File: config.mk
export PLATFORM = sky130hd
export DESIGN_NAME = bcd_countdown_timer_flat
export DESIGN_NICKNAME = d
export VERILOG_FILES = /design/src/rtl/bcd_countdown_timer_if.sv /design/src/rtl/bcd_countdown_timer.sv /design/src/flat_wrapper.sv
export SDC_FILE = /design/constraint.sdc
export NUM_CORES = 1
export LEC_CHECK = 0
export CELL_PAD_IN_SITES_DETAIL_PLACEMENT = 1
export CELL_PAD_IN_SITES_GLOBAL_PLACEMENT = 1
export CORE_MARGIN = 2
export CORE_UTILIZATION = 35
export DETAILED_ROUTE_END_ITERATION = 8
export GPL_TIMING_DRIVEN = 0
export PLACE_DENSITY_LB_ADDON = 0.08
export SYNTH_ARGS = -nofsm -noshare
export SYNTH_HDL_FRONTEND = slang
export SYNTH_SLANG_ARGS = --single-unit
File: constraint.sdc
create_clock -name clk -period 3.9 [get_ports clk]
set_clock_uncertainty 0.2 [all_clocks]
set_input_delay 0.78 -clock clk [delete_from_list [all_inputs] [get_ports clk]]
set_output_delay 0.78 -clock clk [all_outputs]
set_load 0.05 [all_outputs]
File: src/rtl/bcd_countdown_timer_if.sv
// Keypad/control requests into the countdown timer and its display/status back out.
// master = controller side, slave = timer side.
interface bcd_countdown_timer_if #(
   parameter int MIN_DIGITS = 2
);
   localparam int N = MIN_DIGITS + 2;

   logic           loadn;
   logic [3:0]     data;
   logic           startn;
   logic           stopn;
   logic [4*N-1:0] digits;
   logic           running;
   logic           zero;
   logic           done;

   modport master (
      output loadn, data, startn, stopn,
      input  digits, running, zero, done
   );

   modport slave (
      input  loadn, data, startn, stopn,
      output digits, running, zero, done
   );
endinterface

File: src/rtl/bcd_countdown_timer.sv
// BCD mm:ss countdown with shift-in entry, pause/resume/cancel and a done pulse at 00:00.
// Registered outputs one edge after the request (zero is combinational); no backpressure, requests sampled every edge.
module bcd_countdown_timer #(
   parameter int MIN_DIGITS = 2,
   parameter int TICK_DIV   = 50_000_000
) (
   input  logic                 clk,
   input  logic                 clrn,
   bcd_countdown_timer_if.slave bus
);
   localparam int N  = MIN_DIGITS + 2;
   localparam int W  = 4 * N;
   localparam int PW = $clog2(TICK_DIV);
   localparam logic [PW-1:0] PMAX = PW'(TICK_DIV - 1);

   typedef enum logic [1:0] {IDLE, RUN, PAUSE, DONE} state_t;

   state_t        state_q, state_d;
   logic [W-1:0]  digits_q, digits_d;
   logic [W-1:0]  dec_val, shift_val;
   logic [PW-1:0] presc_q, presc_d;
   logic          running_q, done_q;
   logic          load_ok, zero_w, tick, advance;

   assign load_ok   = !bus.loadn && (bus.data <= 4'd9);
   assign shift_val = {digits_q[W-5:0], bus.data};
   assign zero_w    = (digits_q == '0);
   assign tick      = (presc_q == PMAX);

   // One-second decrement: seconds tens borrows to 5, every other digit to 9.
   // Tens values 6-9 left by entry simply count down until they reach 0.
   always_comb begin
      logic borrow;
      dec_val = digits_q;
      borrow  = 1'b1;
      for (int i = 0; i < N; i++) begin
         if (borrow) begin
            if (digits_q[4*i +: 4] == 4'd0) begin
               dec_val[4*i +: 4] = (i == 1) ? 4'd5 : 4'd9;
            end else begin
               dec_val[4*i +: 4] = digits_q[4*i +: 4] - 4'd1;
               borrow            = 1'b0;
            end
         end
      end
   end

   always_comb begin
      state_d  = state_q;
      digits_d = digits_q;
      presc_d  = presc_q;
      advance  = 1'b0;
      case (state_q)
         IDLE: begin
            if (!bus.stopn) begin
               digits_d = '0;
            end else if (!bus.startn && !zero_w) begin
               state_d = RUN;
               presc_d = '0;
            end else if (load_ok) begin
               digits_d = shift_val;
            end
         end
         RUN: begin
            if (!bus.stopn) state_d = PAUSE;
            else            advance = 1'b1;
         end
         PAUSE: begin
            if (!bus.stopn) begin
               state_d  = IDLE;
               digits_d = '0;
            end else if (!bus.startn) begin
               advance = 1'b1;
            end
         end
         DONE: begin
            if (!bus.stopn) begin
               state_d  = IDLE;
               digits_d = '0;
            end else if (load_ok) begin
               state_d  = IDLE;
               digits_d = shift_val;
            end
         end
         default: state_d = IDLE;
      endcase

      // The resume edge counts toward the current second, so the prescaler picks up where it left off.
      if (advance) begin
         if (tick) begin
            presc_d  = '0;
            digits_d = dec_val;
            state_d  = (dec_val == '0) ? DONE : RUN;
         end else begin
            presc_d = presc_q + 1'b1;
            state_d = RUN;
         end
      end
   end

   always_ff @(posedge clk or negedge clrn) begin
      if (!clrn) begin
         state_q   <= IDLE;
         digits_q  <= '0;
         presc_q   <= '0;
         running_q <= 1'b0;
         done_q    <= 1'b0;
      end else begin
         state_q   <= state_d;
         digits_q  <= digits_d;
         presc_q   <= presc_d;
         running_q <= (state_d == RUN);
         done_q    <= (state_d == DONE) && (state_q != DONE);
      end
   end

   assign bus.digits  = digits_q;
   assign bus.running = running_q;
   assign bus.zero    = zero_w;
   assign bus.done    = done_q;
endmodule

File: src/flat_wrapper.sv
// flat-port wrapper written by rule: the top's interface ports become plain ports
module bcd_countdown_timer_flat 
#(
   parameter int MIN_DIGITS = 2,
   parameter int TICK_DIV   = 50_000_000
)
  (clk, clrn, bus_loadn, bus_data, bus_startn, bus_stopn, bus_digits, bus_running, bus_zero, bus_done);
  bcd_countdown_timer_if #(.MIN_DIGITS(MIN_DIGITS)) bus_i ();
  input  logic clk;
  input  logic clrn;
  input wire logic [$bits(bus_i.loadn)-1:0] bus_loadn;
  input wire logic [$bits(bus_i.data)-1:0] bus_data;
  input wire logic [$bits(bus_i.startn)-1:0] bus_startn;
  input wire logic [$bits(bus_i.stopn)-1:0] bus_stopn;
  output wire logic [$bits(bus_i.digits)-1:0] bus_digits;
  output wire logic [$bits(bus_i.running)-1:0] bus_running;
  output wire logic [$bits(bus_i.zero)-1:0] bus_zero;
  output wire logic [$bits(bus_i.done)-1:0] bus_done;
  assign bus_i.loadn = bus_loadn;
  assign bus_i.data = bus_data;
  assign bus_i.startn = bus_startn;
  assign bus_i.stopn = bus_stopn;
  assign bus_digits = bus_i.digits;
  assign bus_running = bus_i.running;
  assign bus_zero = bus_i.zero;
  assign bus_done = bus_i.done;
  bcd_countdown_timer #(.MIN_DIGITS(MIN_DIGITS), .TICK_DIV(TICK_DIV)) u_core (.clk(clk), .clrn(clrn), .bus(bus_i));
endmodule
**After elaboration in Yosys (flattened, before gate mapping)**

Cells that the tools add are included.

- Bits in registers: 46
- Bits of input ports: 9
- Output and inout bits: 19
- Word-level logic and storage cells: 74

- $add $sub $neg: 5
- Magnitude comparators: 1
- Equality and inequality tests: 7
- Muxes and demuxes: 39
- Reductions and logical operators: 17

Operator list:

| operator | count |
|---|---|
| $mux 26 | 5 |
| $mux 16 | 7 |
| $pmux 16 s3 | 1 |
| $logic_not 16->1 | 2 |
| $mux 4 | 7 |
| $add 26x1->26 const B | 1 |
| $eq 26x26->1 const B | 1 |
| $mux 2 | 9 |
| $logic_not 4->1 | 4 |
| $sub 4x1->4 const B | 4 |
| $mux 1 | 8 |
| $pmux 2 s4 | 1 |
| $eq 2x2->1 const B | 3 |
| $reduce_bool 2->1 | 3 |
| $eq 2x1->1 const B | 2 |
| $le 4x4->1 const B | 1 |
| $logic_and 1x1->1 | 3 |
| $logic_not 1->1 | 3 |
| $reduce_and 3->1 | 1 |
| $logic_not 2->1 | 1 |
| $ne 2x2->1 const B | 1 |
| $pmux 1 s2 | 1 |

**Logic depth before layout (Yosys ltp)**

- Depth after elaboration: 11
- Gate-level depth with buffers: 10
- Gate-level depth less buffers: 8

**Worst setup path before layout**

OpenSTA, ideal clock, no wires.

- Path kind: register to output
- Start point: register u_core.digits_q[0] (netlist: u_core.bus.digits[0])
- End point: output port bus_zero
- Arrival: 2.057 ns
- Required time: 2.920 ns
- Setup slack: 0.863 ns
- Stages on the path, launching flop included: 6
- Buffers on the path: 2
- Path through: dfrtp_1 clkbuf_1 nor4_4 and3_1 clkbuf_1 and2_1

- Word-level cells in the longest chain between the ends: 1

Ends and longest elaborated chain:

| item | line | text |
|---|---|---|
| start, declared | bcd_countdown_timer.sv:19 | `logic [W-1:0] digits_q, digits_d;` |
| start signal, assigned | bcd_countdown_timer.sv:110 | `digits_q <= digits_d;` |
| $logic_not 16->1 | bcd_countdown_timer.sv:27 | `assign zero_w = (digits_q == '0);` |
| end, declared | flat_wrapper.sv:17 | `output wire logic [$bits(bus_i.zero)-1:0] bus_zero;` |

Every way passes these cells.

**Final worst setup path**

Same ends and word-level chain as after synthesis.

==> run metrics <==
top post-synthesis cells by count o21ai_0 (51), nand2_1 (50), dfrtp_1 (46); post-DR vias/cell 6.02; Final period util 95.0%; critical path's most frequent cell clkbuf_1; CP Class reg2out; Syn. warnings 0; top-area cell type share of the netlist area 35.1%; r2r worst-path depth 10; Worst Hold Class in2async; Pre-antenna DRT Iters 5; FILL cells 1119; antenna-violating nets left 0; DR iter-0 viols 92; drc violations 0; maximum vdd drop 0.255 mV; CTS buffer count 5; Final Cell Area 0.00382 mm²; Post-CTS Repair Setup Buffers 0; core area 0.00915 mm²; Crit Reg-Reg Endpoint u_core.presc_q[5]; Starting Density 35.9%; Post-synth EDFFs 0; Synth Flop Type dfrtp_1; Final Net Count 452; Post-Syn Area per Cell 8.14 µm²; PortBufs 27; I/O pin cnt 28; Post-synth ARST share 100%; post-placement cell area 0.00371 mm²; final slew viol count 0; CP required 2.92 ns; Max-slew headroom 53.2%; Leak 0.00158 µW; R2R Setup Slk 0.72 ns; startpoint types register; Synth area leaders dfrtp_1 (35%), o21ai_0 (7.8%), nand2_1 (5.7%), nor2_1 (3.9%), a21oi_1 (3.0%); multi-input logic area 0.00197 mm²; global-route wire length before repair 17400 µm; final hold vios 0; share of layout cells above drive strength 1 8.45%; Die X 101 µm; Worst path slowest cell nor4_4; Pwr per Cell Area 541 mW/mm²; fmax 270 MHz; vias 3303; H-tree levels 2; flops & latches, synth 46; Synth-to-Final Area Change 16.3%; CTS Sinks 46; GRT Residual Overflow 0; Critical Path AT 2.73 ns; critical path peak fanout 10; Seq/Total Area, Yosys 35.1%; Reg2Reg Launch Point u_core.bus.digits[0]; most common cell in the synthesized netlist o21ai_0; TritonCTS clock tree built; Clk Latency, worst-skew pair 0.30 ns; FF/Latch Area 0.00115 mm²; post-CTS sizing 1; clk slew on worst S/H paths 0.09 ns; Die Ht 101 µm; vias in the first global route 3291; CTS Buffer Depth 2; post-DP HPWL 7580 µm; initial antenna violation count 0; post-synth cell types 65; cells after synthesis 403; Finished Core Util 41.7%; Final Critical Period 3.71 ns; Row Count 35; worst-margin pin slew 0.698 ns; DIE AREA 0.0102 mm²; setup violators final 0; syn nets 417; CTS Root Cell clkbuf_8; wire per inst 19.0 µm; status finished clean; drt total wl 10400 µm; crit-path cells clkbuf_1 > nor4_4 > and3_1 > clkbuf_1 > and2_1 > dlygate4sd2_1; max cap viols 0; critical path's largest stage delay 0.57 ns; Mapped Area 0.00328 mm²; RSZ-0062 raised after global routing false; CP endpoint kind output pin; # diodes 0; GPL Wtd Cong 0.887; Synth area leader dfrtp_1; CTS hold repair buffers 0; All-Layer GR Usage 21.5%; largest net degree at the start of global routing 37; setup TNS 0 ns
-- worst max-delay path, delay by kind of cell, from the launching register on --
| family | cells | cell delay [ns] |
|---|---|---|
| DFF | 1 | 0.40 |
| and+or+nand+nor | 3 | 0.98 |
| buffers and inverters | 3 | 1.04 |
-- placed cells by master, fill, tap and decap left out, types with 3 or more instances in the layout --
cell | Yosys | routed
o21ai_1 | 6 | 6
nand3_1 | 11 | 11
clkbuf_1 | 21 | 21
nand2_1 | 50 | 50
clkbuf_8 | 0 | 6
and2_1 | 6 | 6
buf_2 | 4 | 5
nor3_1 | 12 | 12
o211ai_1 | 5 | 5
o21ai_0 | 51 | 51
clkdlybuf4s50_1 | 0 | 25
and3_1 | 8 | 8
xnor2_1 | 3 | 3
a31oi_1 | 12 | 12
nor2b_1 | 4 | 4
dfrtp_1 | 46 | 46
nor2_1 | 34 | 34
or4_1 | 3 | 3
a222oi_1 | 3 | 3
a211oi_1 | 4 | 4
mux2i_1 | 5 | 5
nand4_1 | 12 | 12
and4_1 | 5 | 5
ha_1 | 5 | 5
inv_1 | 4 | 4
o31ai_1 | 4 | 4
a21oi_1 | 20 | 20
mux2_2 | 5 | 5
a32oi_1 | 5 | 5
nor4_1 | 3 | 3
-- registers in the layout, summed over array words and instances, names as in the netlist --
| name | flops |
|---|---|
| u_core.bus.running | 1 |
| u_core.bus.digits | 16 |
| u_core.bus.done | 1 |
| u_core.presc_q | 26 |
| u_core.state_q | 2 |
-- how the worst max path moves through the flow --
stage	slack, ns	from	cells after the start	endpoint
global route	0.01	u_core.bus.digits[0]	6	bus_zero
finish	0.19	u_core.bus.digits[0]	6	bus_zero
detailed placement	0.22	u_core.bus.digits[0]	6	bus_zero
floorplan	0.86	u_core.bus.digits[0]	5	bus_zero
CTS	0.14	u_core.bus.digits[0]	6	bus_zero
global placement	0.22	u_core.bus.digits[0]	6	bus_zero
-- per-stage QoR --
step	std cells	setup WS, ns	total power (µW)	hold slack (ns)
after floorplan	403	0.863	1360	0.242
after global placement	541	0.221	1690	0.262
after detailed placement	542	0.223	1700	0.270
after CTS	549	0.142	2090	0.145
after global routing	549	0.0107	2220	0.155
final	549	0.194	2070	0.146
-- kinds of logic (layout without fill, tap and decap cells) --
kind of cell / count (synthesis) / after routing / share of synthesized area (%)
and+or+nand+nor: 164 / 164 / 26.0
AOI/OAI and AO/OA: 137 / 137 / 27.0
adders and majority gates: 5 / 5 / 1.91
DFF: 46 / 46 / 35.1
muxes: 12 / 12 / 3.93
xor gates and xnor gates: 5 / 5 / 1.33
buffers and inverters: 34 / 69 / 4.77
-- power breakdown --
group	internal (µW)	switching, µW	total, µW
clock network	206	175	381
registers	528	48.2	576
logic	356	754	1110
-- layout make-up --
class	instances	area share, %
multi-input cells	323	51.7
flip-flops and latches	46	30.2
repair buffers	28	7.44
plain buffers	30	3.70
well taps	111	3.64
clock buffers	6	2.16
clock inverters	1	0.787
inverters	4	0.393
-- per-layer routing --
layer | part of all wire, % | vias up | track usage, %
met2 | 50 | 51 | 37.0
met4 | 1.5 | 0 | 6.01
met1 | 46 | 1668 | 28.0
met3 | 3.0 | 10 | 3.26
met5 | 0 | - | 0
li1 | - | 1574 | -
(Power assumes the default switching activity.)
